--- config.mk ---
export PLATFORM = sky130hd
export DESIGN_NAME = cpu_sequencer
export DESIGN_NICKNAME = d
export VERILOG_FILES = /design/src/rtl/cpu_seq_pkg.sv /design/src/rtl/cpu_sequencer_opcode_classifier.sv /design/src/rtl/cpu_sequencer.sv
export SDC_FILE = /design/constraint.sdc
export NUM_CORES = 1
export LEC_CHECK = 0
export CAP_MARGIN = 20
export CORE_MARGIN = 8
export CORE_UTILIZATION = 40
export CTS_BUF_LIST = sky130_fd_sc_hd__clkbuf_8
export CTS_CLUSTER_DIAMETER = 100
export DETAILED_ROUTE_END_ITERATION = 8
export PLACE_DENSITY = 0.79
export RECOVER_POWER = 25
export SYNTH_ARGS = -nofsm -noshare
export SYNTH_HDL_FRONTEND = slang
export SYNTH_SLANG_ARGS = --single-unit
--- constraint.sdc ---
create_clock -name clk -period 3 [get_ports clk]
set_input_delay 0.45 -clock clk [delete_from_list [all_inputs] [get_ports clk]]
set_output_delay 0.45 -clock clk [all_outputs]
set_load 0.05 [all_outputs]
--- src/rtl/cpu_seq_pkg.sv ---
// Shared encodings for the multicycle LEGv8 control sequencer: FSM states,
// opcode constants, opcode classes and ALU operation codes.
package cpu_seq_pkg;

  typedef enum logic [2:0] {
    ST_FETCH     = 3'd0,
    ST_DECODE    = 3'd1,
    ST_EXECUTE   = 3'd2,
    ST_MEM       = 3'd3,
    ST_WRITEBACK = 3'd4,
    ST_HALT      = 3'd5
  } state_t;

  typedef enum logic [2:0] {
    CLS_R       = 3'd0,
    CLS_SHIFT   = 3'd1,
    CLS_LDUR    = 3'd2,
    CLS_STUR    = 3'd3,
    CLS_CBZ     = 3'd4,
    CLS_B       = 3'd5,
    CLS_ILLEGAL = 3'd6
  } op_class_t;

  localparam logic [10:0] OPC_ADD  = 11'h458;
  localparam logic [10:0] OPC_SUB  = 11'h658;
  localparam logic [10:0] OPC_AND  = 11'h450;
  localparam logic [10:0] OPC_ORR  = 11'h550;
  localparam logic [10:0] OPC_LSL  = 11'h69B;
  localparam logic [10:0] OPC_LSR  = 11'h69A;
  localparam logic [10:0] OPC_LDUR = 11'h7C2;
  localparam logic [10:0] OPC_STUR = 11'h7C0;
  // Branch formats are identified by their prefix bits only.
  localparam logic [7:0]  OPC_CBZ_PREFIX = 8'hB4;
  localparam logic [5:0]  OPC_B_PREFIX   = 6'h05;

  localparam logic [1:0] ALU_OP_ADD    = 2'b00;
  localparam logic [1:0] ALU_OP_BRANCH = 2'b01;
  localparam logic [1:0] ALU_OP_SHIFT  = 2'b10;
  localparam logic [1:0] ALU_OP_RTYPE  = 2'b11;

endpackage

--- src/rtl/cpu_sequencer_opcode_classifier.sv ---
// Combinational opcode classifier: maps instruction[31:21] onto an opcode class.
module opcode_classifier
  import cpu_seq_pkg::*;
(
  input  logic [10:0] opcode,
  output op_class_t   op_class
);

  // Exact encodings first, then the prefix-matched branch formats.
  always_comb begin
    op_class = CLS_ILLEGAL;
    case (opcode)
      OPC_ADD, OPC_SUB, OPC_AND, OPC_ORR: op_class = CLS_R;
      OPC_LSL, OPC_LSR:                   op_class = CLS_SHIFT;
      OPC_LDUR:                           op_class = CLS_LDUR;
      OPC_STUR:                           op_class = CLS_STUR;
      default: begin
        if (opcode[10:3] == OPC_CBZ_PREFIX) begin
          op_class = CLS_CBZ;
        end else if (opcode[10:5] == OPC_B_PREFIX) begin
          op_class = CLS_B;
        end else begin
          op_class = CLS_ILLEGAL;
        end
      end
    endcase
  end

endmodule

--- src/rtl/cpu_sequencer.sv ---
// Multicycle control sequencer (FETCH/DECODE/EXECUTE/MEM/WRITEBACK/HALT).
// Optional memory-wait timeout enabled by defining CPU_SEQ_MEM_TIMEOUT_EN.
module cpu_sequencer
  import cpu_seq_pkg::*;
#(
  parameter int TIMEOUT_CYCLES = 16
) (
  input  logic        clk,
  input  logic        reset,
  input  logic [10:0] opcode,
  input  logic        zero,
  input  logic        mem_ready,
  output logic        mem_read,
  output logic        mem_write,
  output logic        ir_write,
  output logic        pc_write,
  output logic        pc_src,
  output logic        reg_write,
  output logic        reg2loc,
  output logic        alu_src,
  output logic        mem_to_reg,
  output logic [1:0]  alu_op,
  output logic        instr_done,
  output logic        halted
);

  state_t    state_r;
  state_t    next_state_s;
  op_class_t class_s;
  op_class_t class_r;
  logic      timeout_s;

  opcode_classifier u_classifier (
    .opcode   (opcode),
    .op_class (class_s)
  );

`ifdef CPU_SEQ_MEM_TIMEOUT_EN
  localparam int CNT_W = $clog2(TIMEOUT_CYCLES + 1);
  logic [CNT_W-1:0] cnt_r;
  logic             wait_s;

  assign wait_s    = (state_r == ST_FETCH) || (state_r == ST_MEM);
  assign timeout_s = wait_s && !mem_ready && (cnt_r == CNT_W'(TIMEOUT_CYCLES - 1));

  // Consecutive memory-wait cycles; cleared by mem_ready or leaving the wait state.
  always_ff @(posedge clk) begin
    if (reset) begin
      cnt_r <= '0;
    end else if (wait_s && !mem_ready && (next_state_s == state_r)) begin
      cnt_r <= cnt_r + CNT_W'(1);
    end else begin
      cnt_r <= '0;
    end
  end
`else
  localparam int TIMEOUT_CYCLES_UNUSED = TIMEOUT_CYCLES;
  assign timeout_s = 1'b0;
`endif

  // State register; the opcode class is captured as DECODE ends.
  always_ff @(posedge clk) begin
    if (reset) begin
      state_r <= ST_FETCH;
      class_r <= CLS_R;
    end else begin
      state_r <= next_state_s;
      if (state_r == ST_DECODE) begin
        class_r <= class_s;
      end else begin
        class_r <= class_r;
      end
    end
  end

  // Next-state and control strobes.
  always_comb begin
    next_state_s = state_r;
    mem_read     = 1'b0;
    mem_write    = 1'b0;
    ir_write     = 1'b0;
    pc_write     = 1'b0;
    pc_src       = 1'b0;
    reg_write    = 1'b0;
    reg2loc      = 1'b0;
    alu_src      = 1'b0;
    mem_to_reg   = 1'b0;
    alu_op       = ALU_OP_ADD;
    instr_done   = 1'b0;
    halted       = 1'b0;
    case (state_r)
      ST_FETCH: begin
        mem_read = 1'b1;
        if (mem_ready) begin
          ir_write     = 1'b1;
          pc_write     = 1'b1;
          next_state_s = ST_DECODE;
        end else if (timeout_s) begin
          next_state_s = ST_HALT;
        end else begin
          next_state_s = ST_FETCH;
        end
      end
      ST_DECODE: begin
        reg2loc = (class_s == CLS_STUR) || (class_s == CLS_CBZ);
        if (class_s == CLS_ILLEGAL) begin
          next_state_s = ST_HALT;
        end else begin
          next_state_s = ST_EXECUTE;
        end
      end
      ST_EXECUTE: begin
        case (class_r)
          CLS_R: begin
            alu_op       = ALU_OP_RTYPE;
            next_state_s = ST_WRITEBACK;
          end
          CLS_SHIFT: begin
            alu_op       = ALU_OP_SHIFT;
            alu_src      = 1'b1;
            next_state_s = ST_WRITEBACK;
          end
          CLS_LDUR, CLS_STUR: begin
            alu_src      = 1'b1;
            next_state_s = ST_MEM;
          end
          CLS_CBZ: begin
            alu_op       = ALU_OP_BRANCH;
            pc_write     = zero;
            pc_src       = zero;
            instr_done   = 1'b1;
            next_state_s = ST_FETCH;
          end
          CLS_B: begin
            alu_op       = ALU_OP_BRANCH;
            pc_write     = 1'b1;
            pc_src       = 1'b1;
            instr_done   = 1'b1;
            next_state_s = ST_FETCH;
          end
          default: next_state_s = ST_HALT;
        endcase
      end
      ST_MEM: begin
        if (class_r == CLS_STUR) begin
          mem_write = 1'b1;
        end else begin
          mem_read = 1'b1;
        end
        if (mem_ready) begin
          if (class_r == CLS_STUR) begin
            instr_done   = 1'b1;
            next_state_s = ST_FETCH;
          end else begin
            next_state_s = ST_WRITEBACK;
          end
        end else if (timeout_s) begin
          next_state_s = ST_HALT;
        end else begin
          next_state_s = ST_MEM;
        end
      end
      ST_WRITEBACK: begin
        reg_write    = 1'b1;
        mem_to_reg   = (class_r == CLS_LDUR);
        instr_done   = 1'b1;
        next_state_s = ST_FETCH;
      end
      ST_HALT: begin
        halted       = 1'b1;
        next_state_s = ST_HALT;
      end
      default: next_state_s = ST_HALT;
    endcase
  end

endmodule

# Word-level counts from Yosys, hierarchy flattened
# Index checks and enable logic that the tools add are counted.
[word_totals] reg_bits=6 inputBits=15 out_inout_bits=13 elab_cells=63
[op_classes] eq_ne=23 mux=29 reduce_logical=9
[ops] operator="equality test 11 bit (second input constant)" count=8
[ops] operator="equality test 3 bit (second input constant)" count=6
[ops] operator="equality test 3 x 2 -> 1 bit (second input constant)" count=5
[ops] operator="2-to-1 mux 1 bit" count=15
[ops] operator="one-hot mux 3 bit (5 select lines)" count=1
[ops] operator="2-to-1 mux 3 bit" count=4
[ops] operator="one-hot mux 3 bit (4 select lines)" count=1
[ops] operator="one-hot mux 3 bit (3 select lines)" count=1
[ops] operator="equality test 8 bit (second input constant)" count=1
[ops] operator="OR reduction 2 bit" count=4
[ops] operator="equality test 3 x 1 -> 1 bit (second input constant)" count=2
[ops] operator="equality test 6 x 3 -> 1 bit (second input constant)" count=1
[ops] operator="logical NOT 3 bit" count=2
[ops] operator="one-hot mux 1 bit (2 select lines)" count=3
[ops] operator="one-hot mux 2 bit (3 select lines)" count=1
[ops] operator="2-to-1 mux 2 bit" count=2
[ops] operator="OR reduction 4 bit" count=1
[ops] operator="one-hot mux 1 bit (3 select lines)" count=1
[ops] operator="OR reduction 3 bit" count=1
[ops] operator="logical OR 1 bit" count=1

# Longest topological paths before layout
[depth] word_depth=7 mapped_depth=5 ltp_nobuf=4

# Cells and area by module
# Synthesis repeated with hierarchy kept, for this count alone.
[hier_totals] hier_cells=88 area_unflattened_um2=639.4
[modules_own_cells] module="cpu_sequencer" n_inst=1 cells_per_inst=67 area_per_inst_um2=489.2 seq_area_each_um2=120.1
[modules_own_cells] module="opcode_classifier" n_inst=1 cells_per_inst=21 area_per_inst_um2=150.1 seq_area_each_um2=0.0

# Least setup slack after synthesis
# Ideal clock, no wire load.
[synth_path] path_kind="flip-flop to output port" start="register state_r[0]" end="output pc_write" arrival_time_ns=2.298 t_required_ns=2.550 path_slack_ns=0.252 path_stages_with_launch=6 n_path_buf=1 cell_sequence="dfxtp_1 -> buf_4 -> nor2_2 -> inv_1 -> nor3_1 -> or2_1"
[synth_via] elab_chain_cells=2 word_cells_on_any_way=3 classes_between="eq/ne (1); mux (1); reduce/logical (1)"
[synth_lines] element="start, declared" line="cpu_sequencer.sv:27" text="state_t state_r;"
[synth_lines] element="start signal, assigned" line="cpu_sequencer.sv:67" text="state_r <= next_state_s;"
[synth_lines] element="equality test 3 x 2 -> 1 bit / logical NOT 3 bit (equally long branches)" line="cpu_sequencer.sv:91" text="case (state_r)"
[synth_lines] element="one-hot mux 1 bit (2 select lines) *" line="cpu_sequencer.sv:91"
[synth_lines] element="end, declared" line="cpu_sequencer.sv:16" text="output logic pc_write,"
# Mark *: on every way between the ends. The rest lies on a longest branch, timed or not.

# Final worst setup path
[layout_path] start="input mem_ready" end="output pc_write"
[layout_via] elab_chain_cells=2
[layout_lines] element="start, declared" line="cpu_sequencer.sv:12" text="input logic mem_ready,"
[layout_lines] element="2-to-1 mux 1 bit" line="cpu_sequencer.sv:94" text="if (mem_ready) begin"
[layout_lines] element="one-hot mux 1 bit (2 select lines)" line="cpu_sequencer.sv:91"
# No other way between the ends.

==> qor.yml <==
run_status:
  status: "finished, final reports clean"
detailed_routing:
  routed_wl_um: 1815
  viasPerCell: 5.867
  first_pass_iters: 4
  drc: 0
  wl_per_cell_um: 14.18
  routed-via-count: 751
  drtIter0Drc: 17
  drtAntennaViolNets: 0
yosys:
  netlist_area_um2: 639.4
  synth_top_cell_by_area: "dfxtp_1"
  synth-edff-count: 0
  yosysTopAreaCellShare_pct: 18.79
  synth_common_cells: "nor2_1, dfxtp_1, nand2_1"
  synth_flop_cell: "dfxtp_1"
  synth_area_leaders: "dfxtp_1, nor2_1, nand4b_1"
  synth-xor-area-share_pct: 0
  ys_async_sr_fraction_pct: 0
  synth.distinct_cells: 39
  ys_warn_count: 0
  synth.avg_cell_area_um2: 7.522
  synth_compound_area_share_pct: 25.83
  syn_inst: 85
  synth_top_family_by_area: "simple AND/OR/NAND/NOR gates"
  synth-simple-area-share_pct: 49.90
  ys_seq_area_share_pct: 18.79
  ys_ff_latch: 6
  synth_mux_area_share_pct: 0
  synth_nets: 100
  synth_fa_ha_area_share_pct: 0
  synth.most_common_cell: "nor2_1"
timing:
  clock_skew_ns: 0.007616
  min_period_ns: 2.618
  finalHoldViolCount: 0
  rsz0062_at_grt: "false"
  tightest_slew_ns: 0.5011
  final-max-slew-violation-count: 0
  hold_ws_ns: 0.5599
  fin_tns_setup_ns: 0
  max_freq_mhz: 382.0
  finalCritPeriodShare_pct: 87.27
  setup_viol: 0
  relSlewSlack_pct: 66.49
hold_path:
  hold_depth: 2
  hp-class: "reg2reg"
  hp-start: "class_r[1]"
  hold-path-endpoint: "class_r[1]"
setup_path:
  critPathSlowestCell: "clkdlybuf4s50_1"
  worstSetupStartpointType: "primary input"
  crit_chain: "clkdlybuf4s50_1, inv_1, nor3_1, or2_1, clkdlybuf4s50_1"
  arrival_ns: 2.17
  crit_fanout: 4
  cpPeakStageDelay_ns: 0.79
  r2r-end: "class_r[0]"
  crit_family: "buffers and inverters"
  reg2regPathDepth: 4
  path_class: "in2out"
  critPathBufInv: 3
  timing.rr.start: "state_r[0]"
  rrSetupSlack_ns: 1.53
  crit_top_cell: "clkdlybuf4s50_1"
  crit_path_end_kind: "output port"
  cp.required_ns: 2.55
clock_network:
  hold_buffers: 0
  cts_buffers: 3
  clkSinkCount: 6
  cts_buffer_depth: 2
  cts-root-buf: "clkbuf_8"
  ctsResizeCount: 0
  post_cts_buffers: 0
  clk_pin_slew_ns: 0.03
  htree_levels: 1
  clk_latency_ns: 0.23
  cts_tree: "built"
layout:
  nFillCells: 144
  area_delta_synth_final_pct: 50.88
  nets: 129
  drive_gt1_share_pct: 13.39
  diodes: 0
floorplanning:
  rows: 14
  start_util_pct: 42.44
  io_pins: 28
  die_area_um2: 3134
  die_height_um: 55.98
  coreArea_um2: 1506
  dieWidth_um: 55.98
global_routing:
  grt_pass1_vias: 763
  grt_max_degree: 14
  grt_pass1_wl_um: 3339
  grt-ovfl-total: 0
  grt_usage_pct: 12.19
  antenna_found_initial: 0
placement:
  dpl.hpwl_um: 1458
  gp_congestion: 0.8516
  portBuffers: 27
power_and_ir_drop:
  ir_worst_vdd_uv: 177.2
  power_density_nw_per_um2: 396.5
  power.static_leakage_nw: 0.3725
run:
  max_cap_violations: 0
==> state kept, by name, indices dropped and copies added (netlist names) <==
name     cells
state_r      3
class_r      3
==> how the worst max path moves through the flow <==
stage / start / to / cells after the start / slack, ns
2_1_floorplan: state_r[0] / pc_write / 5 / 0.25
3_3_place_gp: mem_ready / pc_write / 5 / 0.39
3_5_place_dp: mem_ready / pc_write / 5 / 0.39
4_1_cts: mem_ready / pc_write / 5 / 0.38
5_1_grt: mem_ready / pc_write / 5 / 0.22
6_report: mem_ready / pc_write / 5 / 0.38
==> through the flow <==
| stage | area, um^2 | util, % | total power [mW] | cells | setup WS [ns] |
|---|---|---|---|---|---|
| CTS | 964.7 | 64.04 | 0.3845 | 128 | 0.3772 |
| finish | 964.7 | 64.04 | 0.3825 | 128 | 0.3819 |
| global route | 964.7 | 64.04 | 0.4059 | 128 | 0.2212 |
| floorplan | 639.4 | - | 0.2038 | 85 | 0.2516 |
| global placement | 923.4 | 61.30 | 0.2574 | 125 | 0.3914 |
| detailed placement | 923.4 | 61.30 | 0.2588 | 125 | 0.3857 |
==> tightest hold or removal path: stages (launching register included) <==
cell     delay, ns
dfxtp_1       0.34
nor2_1        0.11
nor3_1        0.05
==> power breakdown <==
part / leakage (nW) / switching [mW] / internal (mW)
clock: 0.0216 / 0.0382 / 0.0865
sequential: 0.0495 / 0.0191 / 0.0894
combinational: 0.301 / 0.0861 / 0.0631
total: 0.372 / 0.143 / 0.239
==> placed cells by master (no fill, tap or decap), types with 3 or more instances in the layout <==
cell type / n
a21oi_1: 4
clkbuf_8: 3
clkdlybuf4s50_1: 24
dfxtp_1: 6
inv_1: 5
nand2_1: 6
nand3_1: 5
nand4b_1: 3
nor2_1: 12
nor3_1: 4
o21ai_0: 3
==> layout make-up <==
cell class / count / area, um^2 / area share, %
Multi-Input combinational cell: 71 / 484.2 / 50.19
Timing Repair Buffer: 27 / 280.3 / 29.05
Sequential cell: 6 / 120.1 / 12.45
Clock buffer: 3 / 41.29 / 4.280
Tap cell: 16 / 20.02 / 2.075
Inverter: 5 / 18.77 / 1.946
==> per-layer routing <==
layer | global-route usage [%] | part of all wire [%]
met1 | 13.16 | 41
met2 | 20.92 | 49
met3 | 3.425 | 7.6
met4 | 6.186 | 1.4
met5 | 0 | 0
==> cells by family after synthesis <==
family,after synthesis
AO/OA/AOI/OAI,20
flip-flops,6
AND/OR/NAND/NOR,51
buffers and inverters,8
Note: power is estimated with default switching activity, not from simulation.
==> RTL change (config.mk and constraints unchanged) <==
Add a define of `CPU_SEQ_MEM_TIMEOUT_EN`.
--- a/src/rtl/cpu_sequencer.sv
+++ b/src/rtl/cpu_sequencer.sv
@@ -1,5 +1,7 @@
 // Multicycle control sequencer (FETCH/DECODE/EXECUTE/MEM/WRITEBACK/HALT).
 // Optional memory-wait timeout enabled by defining CPU_SEQ_MEM_TIMEOUT_EN.
+`define CPU_SEQ_MEM_TIMEOUT_EN
+
 module cpu_sequencer
   import cpu_seq_pkg::*;
 #(
Formal check against the unedited RTL: no difference found for any inputs over 10 cycles, from zero or initial values and one cycle with reset high; that may be too few to reach the edited logic, so the function may still have changed.
==> RTL change against the original RTL <==
  * Combinational power is 71% higher
  * Sequential cell count up 5
  * Fmax fell by 8.8%
  * Sequential power grew 78%
  * Setup slack got worse by 0.25 ns
  * Routed wire length rose by 18%
  * Critical endpoint is now instr_done
  * Cell area increased by 21%
  * Synthesized area rose by 32%
  * Power increased by 54%
==> RTL change: results (changes against the original RTL) <==
INFO  metric status = complete, no violations
INFO  metric synth_commonest_cells = sky130_fd_sc_hd__nor2_1, sky130_fd_sc_hd__dfxtp_1, sky130_fd_sc_hd__a21oi_1, sky130_fd_sc_hd__nand2_1, sky130_fd_sc_hd__nand3_1
INFO  metric final_net_count = 151 (+17%)
INFO  metric multi_input_comb_area = 575.6 um^2 (+19%)
INFO  metric synth_cells = 104 (+22%)
INFO  metric adder_cell_share_of_the_synthesized_area = 2.976% (+3.0 points)
INFO  metric yosysUniqueCellTypes = 45 (+15%)
INFO  metric grt_pass1_wl = 3519 um (+5.4%)
INFO  metric worst_case_setup_slack_after_placement = 0.3431 ns (-0.04266 ns)
INFO  metric dpl_cell_area = 1119 um^2 (+21%)
INFO  metric layout_top_registers = cnt_r (5), class_r (3), state_r (3)
INFO  metric route.detailed.wl_per_inst = 13.41 um (-5.5%)
INFO  metric detailedRoute.firstIterationViolations = 24 (+7)
INFO  metric grt_pass1_vias = 794 (+4.1%)
INFO  metric layout.filler_cells = 175 (+22%)
INFO  metric drt-vias-per-instance = 5.569 (-5.1%)
INFO  metric synth-seq-area-share = 26.19% (+7.4 points)
INFO  metric share_clk_of_total_power = 24.0% (-8.6 points)
INFO  metric crit_family = simple AND/OR/NAND/NOR gates
INFO  metric power_sequential = 0.000194 W (+78%)
INFO  metric groute.usage.overall = 11.90% (-0.29 points)
INFO  metric post-place-cells = 156 (+25%)
INFO  metric timing.critical_path.fanout_max = 11 (+7)
INFO  metric tightest_slew = 0.5166 ns (+0.01550 ns)
INFO  metric area_fraction_in_compound_gates_after_synthesis = 18.45% (-7.4 points)
INFO  metric total_switching_power = 0.0002312 W (+61%)
INFO  metric cellLeakagePower = 0.4826 nW (+30%)
INFO  metric critPathArrivalTime = 2.42 ns (+0.25 ns)
INFO  metric ir_drop = 0.3472 mV (+96%)
[RTL change: final cells by class]
cell class / count / area share [%]
Sequential cell: 11 / 18.90
Inverter: 4 / 1.289
Clock buffer: 3 / 3.545
Clock inverter: 1 / 0.3222
Tap cell: 27 / 2.900
Multi-Input combinational cell: 86 / 49.41
Timing Repair Buffer: 28 / 23.63
[RTL change: worst paths after layout]
kind,startpoint,to,slack [ns],depth (start not counted)
max,state_r[1]$_SDFF_PP0_,instr_done,0.13,4
min reg2reg,cnt_r[0]$_SDFF_PP0_,cnt_r[0]$_SDFF_PP0_,0.45,1
max reg2reg,cnt_r[0]$_SDFF_PP0_,cnt_r[0]$_SDFF_PP0_,1.28,8
min,cnt_r[0]$_SDFF_PP0_,cnt_r[0]$_SDFF_PP0_,0.45,1
[RTL change: per-layer routing]
layer  wire length, um  global-route usage [%]  vias to the layer above
li1                  -                       -                      451
met1               958                   13.26                      421
met2              1088                   21.71                       19
met3                98                   2.263                        0
met4                 0                   4.221                        0
met5                 0                       0                        -
